--- src/rtl/bsg_blackparrot_io_word_serializer_pkg.sv ---
// Shared types for the BlackParrot I/O dword-to-word serializer.
package bsg_blackparrot_io_serializer_pkg;

  typedef enum logic [1:0] {
    e_size_1B = 2'd0,
    e_size_2B = 2'd1,
    e_size_4B = 2'd2,
    e_size_8B = 2'd3
  } bp_io_size_e;

  typedef enum logic [1:0] {
    S_IDLE,
    S_LO,
    S_HI
  } ser_state_e;

  localparam int unsigned word_offset_gp = 4;

endpackage

--- src/rtl/bsg_blackparrot_io_word_serializer_if.sv ---
// Command/response channels of the serializer; master = serializer side, slave = surrounding system.
interface bsg_blackparrot_io_word_serializer_if #(
  parameter int paddr_width_p   = 40,
  parameter int payload_width_p = 32
);
  logic [paddr_width_p-1:0]   cmd_addr_i;
  logic [1:0]                 cmd_size_i;
  logic                       cmd_wr_i;
  logic [payload_width_p-1:0] cmd_payload_i;
  logic [63:0]                cmd_data_i;
  logic                       cmd_v_i;
  logic                       cmd_ready_and_o;

  logic [paddr_width_p-1:0]   word_cmd_addr_o;
  logic [1:0]                 word_cmd_size_o;
  logic                       word_cmd_wr_o;
  logic [payload_width_p-1:0] word_cmd_payload_o;
  logic [31:0]                word_cmd_data_o;
  logic                       word_cmd_v_o;
  logic                       word_cmd_ready_and_i;

  logic [payload_width_p-1:0] word_resp_payload_i;
  logic [31:0]                word_resp_data_i;
  logic                       word_resp_v_i;
  logic                       word_resp_yumi_o;

  logic [payload_width_p-1:0] resp_payload_o;
  logic [63:0]                resp_data_o;
  logic                       resp_v_o;
  logic                       resp_ready_and_i;

  modport master (
    input  cmd_addr_i, cmd_size_i, cmd_wr_i, cmd_payload_i, cmd_data_i, cmd_v_i,
    output cmd_ready_and_o,
    output word_cmd_addr_o, word_cmd_size_o, word_cmd_wr_o, word_cmd_payload_o,
           word_cmd_data_o, word_cmd_v_o,
    input  word_cmd_ready_and_i,
    input  word_resp_payload_i, word_resp_data_i, word_resp_v_i,
    output word_resp_yumi_o,
    output resp_payload_o, resp_data_o, resp_v_o,
    input  resp_ready_and_i
  );

  modport slave (
    output cmd_addr_i, cmd_size_i, cmd_wr_i, cmd_payload_i, cmd_data_i, cmd_v_i,
    input  cmd_ready_and_o,
    input  word_cmd_addr_o, word_cmd_size_o, word_cmd_wr_o, word_cmd_payload_o,
           word_cmd_data_o, word_cmd_v_o,
    output word_cmd_ready_and_i,
    output word_resp_payload_i, word_resp_data_i, word_resp_v_i,
    input  word_resp_yumi_o,
    input  resp_payload_o, resp_data_o, resp_v_o,
    output resp_ready_and_i
  );

endinterface

--- src/rtl/bsg_blackparrot_io_resp_merge.sv ---
// Response side: split-flag FIFO, low-half holding register and 1-entry merged output register.
module bsg_blackparrot_io_resp_merge #(
  parameter int payload_width_p   = 32,
  parameter int max_outstanding_p = 8
) (
  input  logic                       clk_i,
  input  logic                       reset_n_i,

  input  logic                       flag_v_i,
  input  logic                       flag_split_i,
  output logic                       flag_ready_o,

  input  logic [payload_width_p-1:0] word_resp_payload_i,
  input  logic [31:0]                word_resp_data_i,
  input  logic                       word_resp_v_i,
  output logic                       word_resp_yumi_o,

  output logic [payload_width_p-1:0] resp_payload_o,
  output logic [63:0]                resp_data_o,
  output logic                       resp_v_o,
  input  logic                       resp_ready_and_i
);
  logic        head_v, head_split, flag_pop;
  logic        half_v, first_half, final_word;
  logic [31:0] half_r;

  bsg_fifo_1r1w_small #(
    .width_p (1),
    .els_p   (max_outstanding_p)
  ) flag_fifo (
    .clk_i   (clk_i),
    .reset_i (~reset_n_i),
    .v_i     (flag_v_i),
    .ready_o (flag_ready_o),
    .data_i  (flag_split_i),
    .v_o     (head_v),
    .data_o  (head_split),
    .yumi_i  (flag_pop)
  );

  // The low half never touches the output register, so it may be taken while that register is stalled.
  assign first_half       = head_split & ~half_v;
  assign word_resp_yumi_o = reset_n_i & word_resp_v_i & head_v
                          & (~resp_v_o | resp_ready_and_i | first_half);
  assign final_word       = word_resp_yumi_o & ~first_half;
  assign flag_pop         = final_word;

  always_ff @(posedge clk_i) begin
    if (!reset_n_i) begin
      half_v         <= 1'b0;
      half_r         <= '0;
      resp_v_o       <= 1'b0;
      resp_data_o    <= '0;
      resp_payload_o <= '0;
    end else begin
      if (word_resp_yumi_o & first_half) begin
        half_r <= word_resp_data_i;
        half_v <= 1'b1;
      end
      if (final_word) begin
        resp_data_o    <= {word_resp_data_i, head_split ? half_r : word_resp_data_i};
        resp_payload_o <= word_resp_payload_i;
        resp_v_o       <= 1'b1;
        half_v         <= 1'b0;
      end else if (resp_ready_and_i) begin
        resp_v_o <= 1'b0;
      end
    end
  end

  a_resp_without_cmd: assert property (@(posedge clk_i) disable iff (!reset_n_i)
    !(word_resp_v_i && !head_v));

endmodule

--- src/rtl/bsg_fifo_1r1w_small.sv ---
// Small register-based FIFO; push while full is legal only together with a pop.
module bsg_fifo_1r1w_small #(
  parameter int width_p = 1,
  parameter int els_p   = 2
) (
  input  logic               clk_i,
  input  logic               reset_i,
  input  logic               v_i,
  output logic               ready_o,
  input  logic [width_p-1:0] data_i,
  output logic               v_o,
  output logic [width_p-1:0] data_o,
  input  logic               yumi_i
);
  localparam int ptr_w = (els_p > 1) ? $clog2(els_p) : 1;
  localparam int cnt_w = $clog2(els_p + 1);
  localparam logic [cnt_w-1:0] full_cnt = cnt_w'(els_p);

  logic [width_p-1:0] mem [els_p];
  logic [ptr_w-1:0]   rptr, wptr;
  logic [cnt_w-1:0]   count;

  function automatic logic [ptr_w-1:0] ptr_inc(input logic [ptr_w-1:0] p);
    return (p == ptr_w'(els_p - 1)) ? '0 : p + ptr_w'(1);
  endfunction

  always_ff @(posedge clk_i) begin
    if (reset_i) begin
      rptr  <= '0;
      wptr  <= '0;
      count <= '0;
    end else begin
      if (v_i)    wptr <= ptr_inc(wptr);
      if (yumi_i) rptr <= ptr_inc(rptr);
      if (v_i & ~yumi_i)      count <= count + cnt_w'(1);
      else if (~v_i & yumi_i) count <= count - cnt_w'(1);
    end
  end

  always_ff @(posedge clk_i) begin
    if (v_i) mem[wptr] <= data_i;
  end

  assign v_o     = (count != '0);
  assign ready_o = (count != full_cnt);
  assign data_o  = mem[rptr];

endmodule

--- src/rtl/bsg_blackparrot_io_word_serializer.sv ---
// Splits 8B I/O commands into two word beats and merges their responses into one dword.
// Optional sticky alignment checker enabled by BSG_IO_SERIALIZER_MISALIGN_ERR_EN.
module bsg_blackparrot_io_word_serializer
  import bsg_blackparrot_io_serializer_pkg::*;
#(
  parameter int paddr_width_p     = 40,
  parameter int payload_width_p   = 32,
  parameter int max_outstanding_p = 8
) (
  input  logic clk_i,
  input  logic reset_n_i,
  bsg_blackparrot_io_word_serializer_if.master io
`ifdef BSG_IO_SERIALIZER_MISALIGN_ERR_EN
  ,
  output logic misalign_err_o
`endif
);
  ser_state_e                 state_r, state_n;
  logic [paddr_width_p-1:0]   held_addr;
  bp_io_size_e                held_size;
  logic                       held_wr, held_split;
  logic [payload_width_p-1:0] held_payload;
  logic [63:0]                held_data;

  logic                       word_v, final_beat, cmd_ready, accept, flag_ready;
  logic [paddr_width_p-1:0]   word_addr;
  logic [31:0]                word_data;
  bp_io_size_e                word_size;

  always_comb begin
    state_n    = state_r;
    word_v     = 1'b0;
    final_beat = 1'b0;
    word_addr  = held_addr;
    word_data  = held_data[31:0];
    word_size  = held_split ? e_size_4B : held_size;
    unique case (state_r)
      S_LO: begin
        word_v = 1'b1;
        if (io.word_cmd_ready_and_i) begin
          final_beat = ~held_split;
          state_n    = held_split ? S_HI : S_IDLE;
        end
      end
      S_HI: begin
        word_v    = 1'b1;
        word_addr = held_addr + paddr_width_p'(word_offset_gp);
        word_data = held_data[63:32];
        word_size = e_size_4B;
        if (io.word_cmd_ready_and_i) begin
          final_beat = 1'b1;
          state_n    = S_IDLE;
        end
      end
      default: ;
    endcase
    // A new command may be taken on the cycle the last beat of the current one leaves.
    cmd_ready = reset_n_i & flag_ready & ((state_r == S_IDLE) | final_beat);
    accept    = io.cmd_v_i & cmd_ready;
    if (accept) state_n = S_LO;
  end

  always_ff @(posedge clk_i) begin
    if (!reset_n_i) begin
      state_r      <= S_IDLE;
      held_addr    <= '0;
      held_size    <= e_size_1B;
      held_wr      <= 1'b0;
      held_split   <= 1'b0;
      held_payload <= '0;
      held_data    <= '0;
    end else begin
      state_r <= state_n;
      if (accept) begin
        held_addr    <= io.cmd_addr_i;
        held_size    <= bp_io_size_e'(io.cmd_size_i);
        held_wr      <= io.cmd_wr_i;
        held_split   <= (io.cmd_size_i == e_size_8B);
        held_payload <= io.cmd_payload_i;
        held_data    <= io.cmd_data_i;
      end
    end
  end

  assign io.cmd_ready_and_o    = cmd_ready;
  assign io.word_cmd_v_o       = word_v & reset_n_i;
  assign io.word_cmd_addr_o    = word_addr;
  assign io.word_cmd_size_o    = word_size;
  assign io.word_cmd_wr_o      = held_wr;
  assign io.word_cmd_payload_o = held_payload;
  assign io.word_cmd_data_o    = word_data;

  bsg_blackparrot_io_resp_merge #(
    .payload_width_p   (payload_width_p),
    .max_outstanding_p (max_outstanding_p)
  ) resp_merge (
    .clk_i               (clk_i),
    .reset_n_i           (reset_n_i),
    .flag_v_i            (accept),
    .flag_split_i        (io.cmd_size_i == e_size_8B),
    .flag_ready_o        (flag_ready),
    .word_resp_payload_i (io.word_resp_payload_i),
    .word_resp_data_i    (io.word_resp_data_i),
    .word_resp_v_i       (io.word_resp_v_i),
    .word_resp_yumi_o    (io.word_resp_yumi_o),
    .resp_payload_o      (io.resp_payload_o),
    .resp_data_o         (io.resp_data_o),
    .resp_v_o            (io.resp_v_o),
    .resp_ready_and_i    (io.resp_ready_and_i)
  );

`ifdef BSG_IO_SERIALIZER_MISALIGN_ERR_EN
  logic misaligned;
  assign misaligned = ((io.cmd_size_i == e_size_8B) & (|io.cmd_addr_i[2:0]))
                    | ((io.cmd_size_i == e_size_4B) & (|io.cmd_addr_i[1:0]));

  always_ff @(posedge clk_i) begin
    if (!reset_n_i)              misalign_err_o <= 1'b0;
    else if (accept & misaligned) misalign_err_o <= 1'b1;
  end
`endif

endmodule

--- src/flat_wrapper.sv ---
// flat-port wrapper written by rule: the top's interface ports become plain ports
module bsg_blackparrot_io_word_serializer_flat import bsg_blackparrot_io_serializer_pkg::*;
#(
  parameter int paddr_width_p     = 40,
  parameter int payload_width_p   = 32,
  parameter int max_outstanding_p = 8
)
  (clk_i, reset_n_i, io_cmd_addr_i, io_cmd_size_i, io_cmd_wr_i, io_cmd_payload_i, io_cmd_data_i, io_cmd_v_i, io_cmd_ready_and_o, io_word_cmd_addr_o, io_word_cmd_size_o, io_word_cmd_wr_o, io_word_cmd_payload_o, io_word_cmd_data_o, io_word_cmd_v_o, io_word_cmd_ready_and_i, io_word_resp_payload_i, io_word_resp_data_i, io_word_resp_v_i, io_word_resp_yumi_o, io_resp_payload_o, io_resp_data_o, io_resp_v_o, io_resp_ready_and_i);
  bsg_blackparrot_io_word_serializer_if #(.paddr_width_p(paddr_width_p), .payload_width_p(payload_width_p)) io_i ();
  input  logic clk_i;
  input  logic reset_n_i;
  input wire logic [$bits(io_i.cmd_addr_i)-1:0] io_cmd_addr_i;
  input wire logic [$bits(io_i.cmd_size_i)-1:0] io_cmd_size_i;
  input wire logic [$bits(io_i.cmd_wr_i)-1:0] io_cmd_wr_i;
  input wire logic [$bits(io_i.cmd_payload_i)-1:0] io_cmd_payload_i;
  input wire logic [$bits(io_i.cmd_data_i)-1:0] io_cmd_data_i;
  input wire logic [$bits(io_i.cmd_v_i)-1:0] io_cmd_v_i;
  output wire logic [$bits(io_i.cmd_ready_and_o)-1:0] io_cmd_ready_and_o;
  output wire logic [$bits(io_i.word_cmd_addr_o)-1:0] io_word_cmd_addr_o;
  output wire logic [$bits(io_i.word_cmd_size_o)-1:0] io_word_cmd_size_o;
  output wire logic [$bits(io_i.word_cmd_wr_o)-1:0] io_word_cmd_wr_o;
  output wire logic [$bits(io_i.word_cmd_payload_o)-1:0] io_word_cmd_payload_o;
  output wire logic [$bits(io_i.word_cmd_data_o)-1:0] io_word_cmd_data_o;
  output wire logic [$bits(io_i.word_cmd_v_o)-1:0] io_word_cmd_v_o;
  input wire logic [$bits(io_i.word_cmd_ready_and_i)-1:0] io_word_cmd_ready_and_i;
  input wire logic [$bits(io_i.word_resp_payload_i)-1:0] io_word_resp_payload_i;
  input wire logic [$bits(io_i.word_resp_data_i)-1:0] io_word_resp_data_i;
  input wire logic [$bits(io_i.word_resp_v_i)-1:0] io_word_resp_v_i;
  output wire logic [$bits(io_i.word_resp_yumi_o)-1:0] io_word_resp_yumi_o;
  output wire logic [$bits(io_i.resp_payload_o)-1:0] io_resp_payload_o;
  output wire logic [$bits(io_i.resp_data_o)-1:0] io_resp_data_o;
  output wire logic [$bits(io_i.resp_v_o)-1:0] io_resp_v_o;
  input wire logic [$bits(io_i.resp_ready_and_i)-1:0] io_resp_ready_and_i;
  assign io_i.cmd_addr_i = io_cmd_addr_i;
  assign io_i.cmd_size_i = io_cmd_size_i;
  assign io_i.cmd_wr_i = io_cmd_wr_i;
  assign io_i.cmd_payload_i = io_cmd_payload_i;
  assign io_i.cmd_data_i = io_cmd_data_i;
  assign io_i.cmd_v_i = io_cmd_v_i;
  assign io_cmd_ready_and_o = io_i.cmd_ready_and_o;
  assign io_word_cmd_addr_o = io_i.word_cmd_addr_o;
  assign io_word_cmd_size_o = io_i.word_cmd_size_o;
  assign io_word_cmd_wr_o = io_i.word_cmd_wr_o;
  assign io_word_cmd_payload_o = io_i.word_cmd_payload_o;
  assign io_word_cmd_data_o = io_i.word_cmd_data_o;
  assign io_word_cmd_v_o = io_i.word_cmd_v_o;
  assign io_i.word_cmd_ready_and_i = io_word_cmd_ready_and_i;
  assign io_i.word_resp_payload_i = io_word_resp_payload_i;
  assign io_i.word_resp_data_i = io_word_resp_data_i;
  assign io_i.word_resp_v_i = io_word_resp_v_i;
  assign io_word_resp_yumi_o = io_i.word_resp_yumi_o;
  assign io_resp_payload_o = io_i.resp_payload_o;
  assign io_resp_data_o = io_i.resp_data_o;
  assign io_resp_v_o = io_i.resp_v_o;
  assign io_i.resp_ready_and_i = io_resp_ready_and_i;
  bsg_blackparrot_io_word_serializer #(.paddr_width_p(paddr_width_p), .payload_width_p(payload_width_p), .max_outstanding_p(max_outstanding_p)) u_core (.clk_i(clk_i), .reset_n_i(reset_n_i), .io(io_i));
endmodule
--- config.mk ---
export PLATFORM = sky130hd
export DESIGN_NAME = bsg_blackparrot_io_word_serializer_flat
export DESIGN_NICKNAME = d
export VERILOG_FILES = /design/src/rtl/bsg_blackparrot_io_word_serializer_pkg.sv /design/src/rtl/bsg_blackparrot_io_word_serializer_if.sv /design/src/rtl/bsg_blackparrot_io_resp_merge.sv /design/src/rtl/bsg_fifo_1r1w_small.sv /design/src/rtl/bsg_blackparrot_io_word_serializer.sv /design/src/flat_wrapper.sv
export SDC_FILE = /design/constraint.sdc
export NUM_CORES = 1
export LEC_CHECK = 0
export CAP_MARGIN = 40
export CORE_ASPECT_RATIO = 1.1
export CORE_MARGIN = 2
export CORE_UTILIZATION = 49
export CTS_CLUSTER_SIZE = 20
export DETAILED_ROUTE_END_ITERATION = 16
export PLACE_DENSITY = 0.84
export SKIP_CTS_REPAIR_TIMING = 1
export SLEW_MARGIN = 20
export SYNTH_ARGS = -nofsm -noshare
export SYNTH_HDL_FRONTEND = slang
export SYNTH_SLANG_ARGS = --single-unit
--- constraint.sdc ---
create_clock -name clk_i -period 5.1 [get_ports clk_i]
set_clock_uncertainty 0.15 [all_clocks]
set_input_delay 1.53 -clock clk_i [delete_from_list [all_inputs] [get_ports clk_i]]
set_output_delay 1.53 -clock clk_i [all_outputs]
set_load 0.05 [all_outputs]
==> out/qor.yml <==
outcome: "finished, final reports clean"
ys_seq_area_frac: 0.491
crit_slowest_cell: "clkdlybuf4s50_1"
wire_per_inst_um: 17.4
cp_num_buf_inv: 2
hold_path_depth: 2
seqPwrFrac: 0.382
end_kind: "primary output"
hpwl_mm: 26.0
crit_path_cell_trace: "inv_1 -> ha_2 -> nand2_1 -> or2_1 -> nor2_1 -> xor2_1 -> clkdlybuf4s50_1"
crit_path_start_kind: "flip-flop"
drive_gt1_frac: 0.0856
synth_flop_cell: "dfxtp_1"
synth_top_cell_by_area: "dfxtp_1"
viasPerCell: 5.52
async_reset_ff_frac: 0
syn_to_final_growth_pct: 45.0
io_buffers: 415
p_int_mw: 4.65
r2r_start: "u_core.state_r[0]"
hold_path_class: "reg -> reg"
grt_pass1_wl_mm: 59.3
drt_iter0_drc: 737
cts_tree: "yes"
synth_edf_count: 8
comb_power_share: 0.295
p_leak_nw: 6.24
vias: 12000
avgSynthCellArea_um2: 8.08
p_sw_mw: 2.44
syn_nets: 1720
drc: 0
cts_made_buffers: 30
num_antenna_cells: 0
setup_viol: 0
ys_seq_elements: 293
die_w_um: 154
cp_max_fo: 5
critical_path_class: "reg -> out"
min_from: "u_core.resp_merge.resp_payload_o[15]"
reg2reg_slack_ns: 1.47
grt_max_degree: 69
fillers: 1762
ys_warn_count: 0
swShare: 0.344
slew_viol_final: 0
placementRows: 60
drt-total-wl_mm: 38.0
gp_congestion: 0.883
irDropWorstVdd_uv: 301
ff2ff_path_depth: 15
initial_core_util: 0.497
critPathTopFamily: "buffers and inverters"
pin_count: 416
hold_viol: 0
worst_path_largest_cell_delay_ns: 0.84
die_h_um: 169
r2r-end: "u_core.resp_merge.flag_fifo.count[3]"
grt_pass1_vias: 11600
tns_ns: 0
synth_top_area_share: 0.471
dieArea_um2: 26000
min_to: "u_core.resp_merge.resp_payload_o[15]"
drv_cap: 0
crit_start: "u_core.state_r[0]"
cts_root_buf: "clkbuf_16"
cts_max_level: 1
overflow: 0
arrival_ns: 2.88
clk_latency_ns: 0.55
grt_setup_unrepaired: "false"
clk_pin_slew_worst_paths_ns: 0.06
drt_first_pass_iters: 5
syn_area_um2: 12100
fmax_ghz: 0.219
whs_ns: 0.296
nNetsFinal: 2068
cp_data_required_time_ns: 3.42
period_needed_ns: 4.56
maxSlewHeadroom: 0.487
track_usage: 0.277
core_area_um2: 24400
ys_top_cells_by_area: "dfxtp_1 47%, nand2_1 12%, nand3_1 7.3%"
grt_antenna_before_repair: 1
cts.path.max_buffers: 3
clkPwrFrac: 0.323
power.density_nw_per_um2: 404
period_share: 0.894
netlist_instances: 1499
synth.distinct_cells: 50
clkSinkCount: 293
worstMarginPinSlew_ns: 0.770
ant_nets: 0
-- synth_stat cells (2+ instances only) --
| master | number |
|---|---|
| a21oi_1 | 150 |
| a31oi_1 | 33 |
| and2_1 | 4 |
| and3_1 | 4 |
| and4_1 | 2 |
| buf_1 | 8 |
| buf_2 | 44 |
| buf_4 | 7 |
| clkbuf_1 | 63 |
| dfxtp_1 | 285 |
| edfxtp_1 | 8 |
| ha_1 | 11 |
| inv_1 | 10 |
| inv_2 | 3 |
| mux2_2 | 33 |
| mux2i_1 | 5 |
| nand2_1 | 401 |
| nand2_2 | 2 |
| nand2b_1 | 2 |
| nand3_1 | 176 |
| nand3_2 | 2 |
| nand3b_1 | 2 |
| nand4_1 | 11 |
| nand4_4 | 2 |
| nor2_1 | 18 |
| nor2_2 | 2 |
| nor2b_1 | 2 |
| nor3_1 | 7 |
| nor3_2 | 3 |
| nor3b_1 | 3 |
| nor4_1 | 4 |
| nor4_4 | 3 |
| o21ai_0 | 35 |
| o21ai_1 | 98 |
| or3_1 | 3 |
| xnor2_1 | 29 |
| xor2_1 | 11 |
-- worst max path at each step --
stage,end,slack [ns],cells after the start
floorplan,io_word_resp_yumi_o,0.72,3
global placement,u_core.resp_merge.flag_fifo.count[3],0.53,15
detailed placement,u_core.resp_merge.flag_fifo.count[3],0.43,15
CTS,io_word_cmd_addr_o[10],0.51,7
global route,io_word_cmd_addr_o[12],0.35,7
finish,io_word_cmd_addr_o[10],0.54,7
-- cell families after synthesis --
kind of cell,Yosys count,synth area share
xor+xnor,40,0.0289
compound gates,323,0.139
simple gates,658,0.245
fa+ha+maj,12,0.0130
buf+inv,135,0.0485
mux,38,0.0348
flops,293,0.491
-- tightest hold or removal path, stage by stage, from the launching register on --
cell	delay (ns)
dfxtp_1	0.31
nand2_1	0.05
o21ai_1	0.05
-- cell usage in the layout (no fill, tap or decap), types with 7 or more instances in the layout --
cell             synthesis  final
clkdlybuf4s50_1          0    385
ha_1                    11     10
nand3_1                176    176
clkbuf_8                 0     13
xnor2_1                 29     29
buf_4                    7     33
nand2_1                401    401
clkbuf_16                0     31
a21oi_1                150    150
xor2_1                  11     11
dfxtp_1                285    285
nand4_1                 11     11
nor2_1                  18     18
nor3_1                   7      7
o21ai_1                 98     98
a31oi_1                 33     33
o21ai_0                 35     35
mux2_2                  33     33
inv_1                   10     10
buf_12                   0     18
edfxtp_1                 8      8
-- routing by layer --
| layer | track usage | wire [µm] |
|---|---|---|
| met4 | 0.113 | 1570 |
| met5 | 0 | 0 |
| met2 | 0.489 | 18700 |
| met3 | 0.0809 | 3590 |
| met1 | 0.314 | 14100 |
-- per-stage QoR --
| stage | total power [mW] | setup slack [ns] | cell area, µm² | cells | util |
|---|---|---|---|---|---|
| floorplan | 4.07 | 0.722 | 12100 | 1499 | - |
| global placement | 4.77 | 0.530 | 16400 | 2121 | 0.673 |
| detailed placement | 4.83 | 0.431 | 16500 | 2125 | 0.677 |
| CTS | 7.13 | 0.508 | 17600 | 2179 | 0.720 |
| global route | 7.35 | 0.349 | 17600 | 2179 | 0.720 |
| finish | 7.09 | 0.543 | 17600 | 2179 | 0.720 |
-- registers in the layout (all words and copies together), names as in the netlist, named ones only --
| name | count |
|---|---|
| u_core.held_data | 64 |
| u_core.resp_merge.resp_data_o | 64 |
| u_core.held_addr | 40 |
| u_core.io.word_cmd_payload_o | 32 |
| u_core.resp_merge.half_r | 32 |
| u_core.resp_merge.resp_payload_o | 32 |
| u_core.resp_merge.flag_fifo.mem | 8 |
| u_core.resp_merge.flag_fifo.count | 4 |
| u_core.resp_merge.flag_fifo.rptr | 3 |
| u_core.resp_merge.flag_fifo.wptr | 3 |
| u_core.held_size | 2 |
| u_core.state_r | 2 |
| u_core.held_split | 1 |
| u_core.io.word_cmd_wr_o | 1 |
| u_core.resp_merge.half_v | 1 |
| u_core.resp_merge.resp_v_o | 1 |
-- area by class of cell --
cell class              count  area (µm²)  area share
well taps                 310         388      0.0221
clock inverters             8        96.3     0.00548
clock buffers              46         962      0.0548
inverters                  13        56.3     0.00320
multi-input cells        1071        5600       0.319
flip-flops and latches    293        5950       0.338
repair buffers            438        4520       0.257
-- power by group through the flow --
stage          combinational (mW)  clock [mW]  sequential [mW]
3_5_place_dp                 2.07           0             2.75
3_3_place_gp                 2.03           0             2.74
5_1_grt                      2.21        2.41             2.74
2_1_floorplan               0.921           0             3.15
6_report                     2.09        2.29             2.71
4_1_cts                      2.09        2.34             2.71
Power figures use the tool's default switching activity.
